File: config.mk
export PLATFORM = sky130hd
export DESIGN_NAME = doc_loader
export DESIGN_NICKNAME = d
export VERILOG_FILES = /design/src/rtl/doc_pkg.sv /design/src/rtl/doc_cursor.sv /design/src/rtl/doc_loader.sv
export SDC_FILE = /design/constraint.sdc
export NUM_CORES = 1
export LEC_CHECK = 0
export ABC_AREA = 1
export BUFFER_PORTS_ARGS = -buffer_cell sky130_fd_sc_hd__clkbuf_2
export CAP_MARGIN = 20
export CORE_MARGIN = 5
export CORE_UTILIZATION = 25
export DETAILED_ROUTE_END_ITERATION = 10
export GPL_TIMING_DRIVEN = 1
export MAX_ROUTING_LAYER = met4
export PLACE_DENSITY = 0.52
export SKIP_CTS_REPAIR_TIMING = 1
export SYNTH_ARGS = -nofsm -noshare
export SYNTH_HDL_FRONTEND = slang
export SYNTH_HIERARCHICAL = 1
export SYNTH_SLANG_ARGS = --single-unit
File: constraint.sdc
create_clock -name clk -period 2.4 [get_ports clk]
set_clock_uncertainty 0.15 [all_clocks]
set_input_delay 0.36 -clock clk [delete_from_list [all_inputs] [get_ports clk]]
set_output_delay 0.36 -clock clk [all_outputs]
set_load 0.05 [all_outputs]
File: src/rtl/doc_pkg.sv
// Shared document framing constants, geometry and loader state encoding.
// Used by doc_loader and doc_cursor (and the document sender).
package doc_pkg;

  localparam logic [7:0] SIGACK     = 8'hCC;
  localparam logic [7:0] SIGEOF     = 8'hDD;
  localparam logic [7:0] ASCII_BIAS = 8'h20;

  localparam int DOC_ROWS = 15;
  localparam int DOC_COLS = 20;
  localparam int ROW_W    = 4;
  localparam int COL_W    = 5;
  localparam int ADDR_W   = 9;

  typedef enum logic [2:0] {
    S_IDLE,
    S_WACK,
    S_RECV,
    S_WEOF,
    S_FILL,
    S_DONE,
    S_ERR
  } ld_state_e;

  // Printable ASCII maps to its internal code; everything else is a space.
  function automatic logic [7:0] to_code(input logic [7:0] b);
    if (b >= 8'h20 && b <= 8'h7E) return b - ASCII_BIAS;
    return 8'h00;
  endfunction

endpackage

File: src/rtl/doc_cursor.sv
// Row-major row/col cursor over the 15x20 document.
// Clear has priority over advance; last flags cell (14,19).
import doc_pkg::*;

module doc_cursor (
  input  logic             clk,
  input  logic             reset,
  input  logic             clear,
  input  logic             advance,
  output logic [ROW_W-1:0] row,
  output logic [COL_W-1:0] col,
  output logic             last
);

  logic [ROW_W-1:0] row_d, row_q;
  logic [COL_W-1:0] col_d, col_q;

  localparam logic [ROW_W-1:0] ROW_MAX = ROW_W'(DOC_ROWS - 1);
  localparam logic [COL_W-1:0] COL_MAX = COL_W'(DOC_COLS - 1);

  // Next cursor position: wrap col at end of row, wrap row at end of page.
  always_comb begin
    row_d = row_q;
    col_d = col_q;
    if (clear) begin
      row_d = '0;
      col_d = '0;
    end else if (advance) begin
      if (col_q == COL_MAX) begin
        col_d = '0;
        row_d = (row_q == ROW_MAX) ? '0 : row_q + 1'b1;
      end else begin
        col_d = col_q + 1'b1;
      end
    end
  end

  // Cursor registers.
  always_ff @(posedge clk or posedge reset) begin
    if (reset) begin
      row_q <= '0;
      col_q <= '0;
    end else begin
      row_q <= row_d;
      col_q <= col_d;
    end
  end

  assign row  = row_q;
  assign col  = col_q;
  assign last = (row_q == ROW_MAX) && (col_q == COL_MAX);

endmodule

File: src/rtl/doc_loader.sv
// Receives SIGACK, 300 ASCII chars, SIGEOF and writes internal codes to memory.
// Optional idle-gap timeout: define DOC_LOADER_TIMEOUT_EN.
import doc_pkg::*;

module doc_loader #(
  parameter logic [23:0] TIMEOUT_CYCLES = 24'd10_000_000
) (
  input  logic              clk,
  input  logic              reset,
  input  logic              start,
  input  logic              rx_data_valid,
  input  logic [7:0]        rx_data,
  output logic              write_en,
  output logic [ADDR_W-1:0] write_addr,
  output logic [7:0]        write_data,
  output logic              busy,
  output logic              done,
  output logic              error
);

  ld_state_e state_d, state_q;

  logic             cur_clear;
  logic             cur_adv;
  logic [ROW_W-1:0] cur_row;
  logic [COL_W-1:0] cur_col;
  logic             cur_last;
  logic             timeout_hit;

  logic              write_en_d, write_en_q;
  logic [ADDR_W-1:0] write_addr_d, write_addr_q;
  logic [7:0]        write_data_d, write_data_q;
  logic              busy_d, busy_q;
  logic              done_d, done_q;
  logic              error_d, error_q;

  doc_cursor u_cursor (
    .clk     (clk),
    .reset   (reset),
    .clear   (cur_clear),
    .advance (cur_adv),
    .row     (cur_row),
    .col     (cur_col),
    .last    (cur_last)
  );

`ifdef DOC_LOADER_TIMEOUT_EN
  logic [23:0] gap_d, gap_q;
  logic        gap_active;

  assign gap_active = (state_q == S_WACK) ||
                      (state_q == S_RECV) ||
                      (state_q == S_WEOF);

  assign timeout_hit = gap_active && !rx_data_valid &&
                       (gap_q == TIMEOUT_CYCLES - 24'd1);

  // Gap counter restarts on every byte and on every state change.
  always_comb begin
    gap_d = gap_q + 24'd1;
    if (!gap_active || rx_data_valid || state_d != state_q)
      gap_d = '0;
  end

  // Gap counter register.
  always_ff @(posedge clk or posedge reset) begin
    if (reset) gap_q <= '0;
    else       gap_q <= gap_d;
  end
`else
  logic unused_timeout;
  assign unused_timeout = ^TIMEOUT_CYCLES;
  assign timeout_hit    = 1'b0;
`endif

  // State register.
  always_ff @(posedge clk or posedge reset) begin
    if (reset) state_q <= S_IDLE;
    else       state_q <= state_d;
  end

  // Next-state logic plus cursor control.
  always_comb begin
    state_d   = state_q;
    cur_clear = 1'b0;
    cur_adv   = 1'b0;
    unique case (state_q)
      S_IDLE: begin
        if (start) begin
          state_d   = S_WACK;
          cur_clear = 1'b1;
        end
      end
      S_WACK: begin
        if (rx_data_valid && rx_data == SIGACK)
          state_d = S_RECV;
      end
      S_RECV: begin
        if (rx_data_valid) begin
          if (rx_data == SIGEOF) begin
            state_d = S_FILL;
          end else begin
            cur_adv = 1'b1;
            if (cur_last) state_d = S_WEOF;
          end
        end
      end
      S_WEOF: begin
        if (rx_data_valid)
          state_d = (rx_data == SIGEOF) ? S_DONE : S_ERR;
      end
      S_FILL: begin
        cur_adv = 1'b1;
        if (cur_last) state_d = S_DONE;
      end
      S_DONE:  state_d = S_IDLE;
      S_ERR:   state_d = S_IDLE;
      default: state_d = S_IDLE;
    endcase
    if (timeout_hit) state_d = S_ERR;
  end

  // Registered outputs derived from the current step and next state.
  always_comb begin
    write_en_d   = cur_adv;
    write_addr_d = write_addr_q;
    write_data_d = write_data_q;
    if (cur_adv) begin
      write_addr_d = {cur_row, cur_col};
      write_data_d = (state_q == S_RECV) ? to_code(rx_data) : 8'h00;
    end
    busy_d  = (state_d != S_IDLE);
    done_d  = (state_d == S_DONE);
    error_d = error_q;
    if (state_q == S_IDLE && start) error_d = 1'b0;
    else if (state_d == S_ERR)      error_d = 1'b1;
  end

  // Output registers.
  always_ff @(posedge clk or posedge reset) begin
    if (reset) begin
      write_en_q   <= 1'b0;
      write_addr_q <= '0;
      write_data_q <= '0;
      busy_q       <= 1'b0;
      done_q       <= 1'b0;
      error_q      <= 1'b0;
    end else begin
      write_en_q   <= write_en_d;
      write_addr_q <= write_addr_d;
      write_data_q <= write_data_d;
      busy_q       <= busy_d;
      done_q       <= done_d;
      error_q      <= error_d;
    end
  end

  assign write_en   = write_en_q;
  assign write_addr = write_addr_q;
  assign write_data = write_data_q;
  assign busy       = busy_q;
  assign done       = done_q;
  assign error      = error_q;

endmodule

==> flow_summary.toml, run 1 <==
[status]
status = "finished clean"

[routing]
drc = 0
vias = 1585
drt_iter0_drc = 118
ant_nets = 0
viasPerCell = 4.19
routedWlPerCell_um = 10.7
drt-total-wl_mm = 4.03
firstDrtPassIters = 4

[timing]
slew_headroom_pct = 76.0
period_share_pct = 72.6
finalSetupViolations = 0
rsz0062_at_grt = "no"
finalWorstSetupSlack_ns = 0.657
tightest_slew_ns = 0.359
tns_ns = 0
report.final.slew_viol_count = 0
finalCriticalPeriod_ns = 1.74
holdWs_ns = 0.251
timing.fmax_ghz = 0.574
finalHoldViolations = 0

[placement]
dp_cells = 369
gp_congestion = 0.825
detailedPlace.worstSlack_ns = 0.653
portBuffers = 32
detailed_place_hpwl_mm = 3.15

[setup_path]
startpoint_type = "flip-flop"
worstPathRequired_ns = 2.42
cp_max_fo = 7
path_cells = "nor2_1 -> inv_1 -> nor2_1 -> nand2_1 -> inv_1 -> inv_2 -> nand2_2 -> nand2_1 -> xnor2_1 -> and2_1"
slowest_delay_ns = 0.42
crit_buf_inv = 3
critPathTopFamily = "simple AND/OR/NAND/NOR gates"
critical_path.slowest_cell = "dfrtp_1"
crit_type = "flip-flop to flip-flop"
r2r_slack_ns = 0.66
worstPathArrival_ns = 1.76
end_kind = "flip-flop"

[global_route]
grtUsageTotal_pct = 9.88
grt_antenna_before_repair = 0
gr-total-overflow = 0
grt_max_degree = 22
grt_pass1_vias = 1569
grt_pass1_wl_mm = 6.88

[yosys]
synth-main-ff-cell = "dfrtp_1"
synth-seq-cells = 33
synthCells = 238
synth_compound_area_share_pct = 3.94
syn_area_um2 = 1810
synth_nets = 255
async_reset_ff_share_pct = 100
synth-edff-count = 0
synth_area_per_cell_um2 = 7.60
synth_top_family_by_area = "simple AND/OR/NAND/NOR gates"
yosysSeqAreaShare_pct = 45.7
yosys.area_share.xor_xnor_pct = 1.45
synth-simple-area-share_pct = 36.9
synth_adder_area_share_pct = 3.46
synth_cell_types = 25
yosysWarnings = 6
yosys-mux-area-fraction_pct = 0

[clocking]
cts_tree = "yes"
cts_buffer_depth = 2
cts.sinks = 33
clk_pin_slew_ns = 0.07
cts-buffers-inserted = 5
htreeDepth = 2
cts_root_buf = "clkbuf_8"
clk_latency_ns = 0.28

[power_and_ir_drop]
leakagePower_nw = 1.22
p_sw_share_pct = 39.6
power_density_nw_per_um2 = 795
total_power_mw = 1.74
ir_worst_vdd_uv = 255
p_int_mw = 1.05
p_switching_mw = 0.691
power_frac_comb_pct = 31.7
p_clk_share_pct = 26.2
seqPwrFrac_pct = 42.1

[job]
cap_violations = 0

[finish]
fin_nets = 295
fillerInstances = 814
drive_gt1_share_pct = 21.1
mostFrequentLayoutCells = "nand2_1 (80), dfrtp_1 (33), clkbuf_2 (32)"
diodes = 0
area.growth.synth_to_final_pct = 21.2
finalNonFillerCells = 378
final_common_cell = "nand2_1"

[hold_path]
hold_class = "primary input to flip-flop"

[floorplan]
ios = 33
die_h_um = 95.0
dieArea_um2 = 9030
std_cell_rows = 31
core_um2 = 7140
fp.dieW_um = 95.0
initial_utilization_pct = 25.3
## synthesized netlist by cell type (2+ instances only)
library cell  instances  area [µm²]
ha_1                  5        62.6
xnor2_1               2        17.5
nand2_4               3        33.8
o21ai_0               5        25.0
inv_2                 5        18.8
o21ai_1               4        20.0
nand2_1              80         300
dfrtp_1              33         826
nand2_2               4        25.0
nor2_1               25        93.8
nand3_1              25         125
inv_1                27         101
a21oi_1               2        10.0
nand4_1               7        43.8
## state kept, by name, indices dropped and copies added (netlist names)
name	count
busy	1
done	1
error	1
state_q	3
u_cursor/col	5
u_cursor/row	4
write_addr	9
write_data	8
write_en	1
## cell type report
class / instances / area, µm² / area share [%]
well taps: 99 / 124 / 5.65
clock buffers: 7 / 96.3 / 4.39
repair buffers: 35 / 185 / 8.45
inverters: 33 / 129 / 5.88
clock inverters: 1 / 5.00 / 0.228
flip-flops and latches: 33 / 826 / 37.7
multi-input cells: 170 / 827 / 37.7
## worst min-delay path, delay by kind of cell
| kind | cells | cell delay, ns |
|---|---|---|
| buffers and inverters | 2 | 0.17 |
| AO/OA/AOI/OAI | 1 | 0.05 |
| AND/OR/NAND/NOR | 1 | 0.06 |
## power by group through the flow
| stage | sequential (mW) | combinational, mW | clock (mW) |
|---|---|---|---|
| 6_report | 0.734 | 0.553 | 0.456 |
| 5_1_grt | 0.752 | 0.613 | 0.499 |
| 4_1_cts | 0.737 | 0.559 | 0.472 |
| 3_5_place_dp | 0.745 | 0.552 | 0 |
| 3_3_place_gp | 0.743 | 0.549 | 0 |
| 2_1_floorplan | 0.909 | 0.247 | 0 |
## final timing paths
path	start	to	depth (start not counted)
min in group asynchronous	reset	error$_DFFE_PP0P_	3
worst max register to register	state_q[0]$_DFF_PP0_	u_cursor/col[2]$_DFFE_PP0P_	10
worst min register to register	write_addr[5]$_DFFE_PP0P_	write_addr[5]$_DFFE_PP0P_	2
max in group asynchronous	reset	write_addr[5]$_DFFE_PP0P_	4
worst min-delay path	start	error$_DFFE_PP0P_	4
worst max-delay path	state_q[0]$_DFF_PP0_	u_cursor/col[2]$_DFFE_PP0P_	10
## metal layers
metal | track usage (%) | wire [µm]
met1 | 12.2 | 1880
met2 | 15.9 | 1900
met3 | 2.21 | 170
met4 | 3.73 | 74
met5 | - | 0
## through the flow
stage,util [%],cell area [µm²]
detailed placement,29.2,2080
floorplan,-,1810
global placement,29.2,2080
finish,30.7,2190
CTS,30.6,2180
global route,30.7,2190
## cell families after synthesis
family | after synthesis
compound gates | 12
fa+ha+maj | 5
buf+inv | 35
xor+xnor | 3
flops | 33
simple gates | 150
Note: power is estimated with default switching activity, not from simulation.
==> run 2, diff against run 1 <==
clock period = 1.65 ns   (was 2.4 ns; I/O delays follow)
==> run 2 against run 1 <==
Against the previous run: global-route usage grew 0.37 points; flip-flop and latch count is the same; setup slack lost 0.56 ns; utilization grew 2.5 points; cell area grew 8.0%; power grew 61%; via count grew 3.7%; sequential share of layout area shrank 2.8 points; fmax grew 12%; worst hold slack lost 0.12 ns; count of clock-buffer cells in the layout is the same.
==> flow_summary.toml, run 2 (synthesis results as in run 1) <==
[status]
status = "finished clean"

[setup_path]
r2r_slack_ns = 0.1
crit_start = "state_q[2]$_DFF_PP0_"
critPathMostFrequentCell = "nand2_4"
crit_type = "flip-flop to flip-flop"
reg2reg_depth = 10
r2r-end = "u_cursor/col[2]$_DFFE_PP0P_"
slowest_delay_ns = 0.44
worstPathArrival_ns = 1.58
crit_buf_inv = 2
cp_max_fo = 5
critical_path.slowest_cell = "dfrtp_2"
startpoint_type = "flip-flop"
reg2reg_from = "state_q[2]$_DFF_PP0_"
path_cells = "inv_2 -> nand2_4 -> nor2_4 -> nand3_2 -> nand2_4 -> inv_2 -> nand2_4 -> nand2_1 -> xnor2_1 -> and2_1"
worstPathRequired_ns = 1.68
critPathTopFamily = "simple AND/OR/NAND/NOR gates"
end_kind = "flip-flop"

[power_and_ir_drop]
power_density_nw_per_um2 = 1190
p_sw_share_pct = 37.5
ir_worst_vdd_uv = 422
total_power_mw = 2.81
power_frac_comb_pct = 35.7
leakagePower_nw = 1.31
p_int_mw = 1.76
p_clk_share_pct = 28.0
seqPwrFrac_pct = 36.3
p_switching_mw = 1.05

[clocking]
clk_latency_ns = 0.28
cts_root_buf = "clkbuf_8"
htreeDepth = 2
cts_buffer_depth = 2
cts-buffers-inserted = 5
cts.sinks = 33
clk_pin_slew_ns = 0.07
cts_tree = "yes"

[timing]
finalHoldViolations = 0
report.final.slew_viol_count = 0
period_share_pct = 94.2
finalCriticalPeriod_ns = 1.55
tns_ns = 0
tightest_slew_ns = 0.391
slew_headroom_pct = 73.9
holdWs_ns = 0.134
finalSetupViolations = 0
timing.fmax_ghz = 0.644

[finish]
drive_gt1_share_pct = 28.7
fin_nets = 312
mostFrequentLayoutCells = "nand2_1 (79), dfrtp_1 (32), clkbuf_2 (32)"
largest_reg_flops = 9
fillerInstances = 800
area.growth.synth_to_final_pct = 31.0
final_common_cell = "nand2_1"
final_core_util_pct = 33.2
diodes = 0

[hold_path]
hold_end = "error$_DFFE_PP0P_"
min_from = "start"
hold_class = "primary input to flip-flop"
whs_path_depth = 4

[routing]
vias = 1643
routedWlPerCell_um = 10.5
drc = 0
drt_iter0_drc = 81
drt-total-wl_mm = 4.15
viasPerCell = 4.16
ant_nets = 0
firstDrtPassIters = 4

[global_route]
grt_pass1_vias = 1619
grtUsageTotal_pct = 10.2
grt_antenna_before_repair = 0
grt_pass1_wl_mm = 7.19
grt_max_degree = 25
gr-total-overflow = 0

[floorplan]
dieArea_um2 = 9030
core_um2 = 7140
die_h_um = 95.0
fp.dieW_um = 95.0
ios = 33
initial_utilization_pct = 25.3
std_cell_rows = 31

[placement]
detailed_place_hpwl_mm = 3.19
portBuffers = 32
gp_congestion = 0.842

[job]
cap_violations = 0
==> run 2: routing by layer <==
layer  wire [µm]  GRT usage [%]  part of all wire [%]  up-vias
li1            -              -                     -      859
met1        1970           12.8                    48      751
met3         212           2.37                   5.1        6
met4          66           3.25                   1.6        0
met2        1900           16.5                    46       27
met5           0              -                     0        -
==> run 2: final cells by class <==
class | count | area, µm² | area share (%)
sequential | 33 | 827 | 34.9
tap | 99 | 124 | 5.23
timing repair buffer | 52 | 317 | 13.4
clock inverter | 1 | 30.0 | 1.27
multi-input combinational | 170 | 853 | 36.0
inverter | 33 | 131 | 5.55
clock buffer | 7 | 86.3 | 3.65
==> run 2: per-stage QoR <==
stage | cells | setup slack [ns] | instance area [µm²]
6_report | 395 | 0.0963 | 2370
3_5_place_dp | 384 | 0.0575 | 2200
2_1_floorplan | 238 | -0.0989 | 1810
5_1_grt | 395 | -0.00692 | 2370
4_1_cts | 392 | 0.00788 | 2310
3_3_place_gp | 384 | 0.0799 | 2200
==> run 2: how the worst max path moves through the flow <==
stage,to,cells past startpoint
2_1_floorplan,u_cursor/col[2]$_DFFE_PP0P_,11
3_3_place_gp,busy$_DFF_PP0_,9
3_5_place_dp,busy$_DFF_PP0_,9
4_1_cts,busy$_DFF_PP0_,9
5_1_grt,u_cursor/col[2]$_DFFE_PP0P_,10
6_report,u_cursor/col[2]$_DFFE_PP0P_,10
==> run 2: power by group through the flow <==
stage / sequential [mW] / clock, mW / combinational, mW
detailed placement: 1.03 / 0 / 0.964
floorplan: 1.32 / 0 / 0.365
CTS: 1.02 / 0.805 / 0.968
global route: 1.04 / 0.848 / 1.11
global placement: 1.03 / 0 / 0.961
finish: 1.02 / 0.787 / 1.00
==> run 2: tightest hold or removal path: stages <==
cell      delay, ns
clkbuf_2       0.08
nand2_1        0.07
inv_2          0.08
a21oi_1        0.04
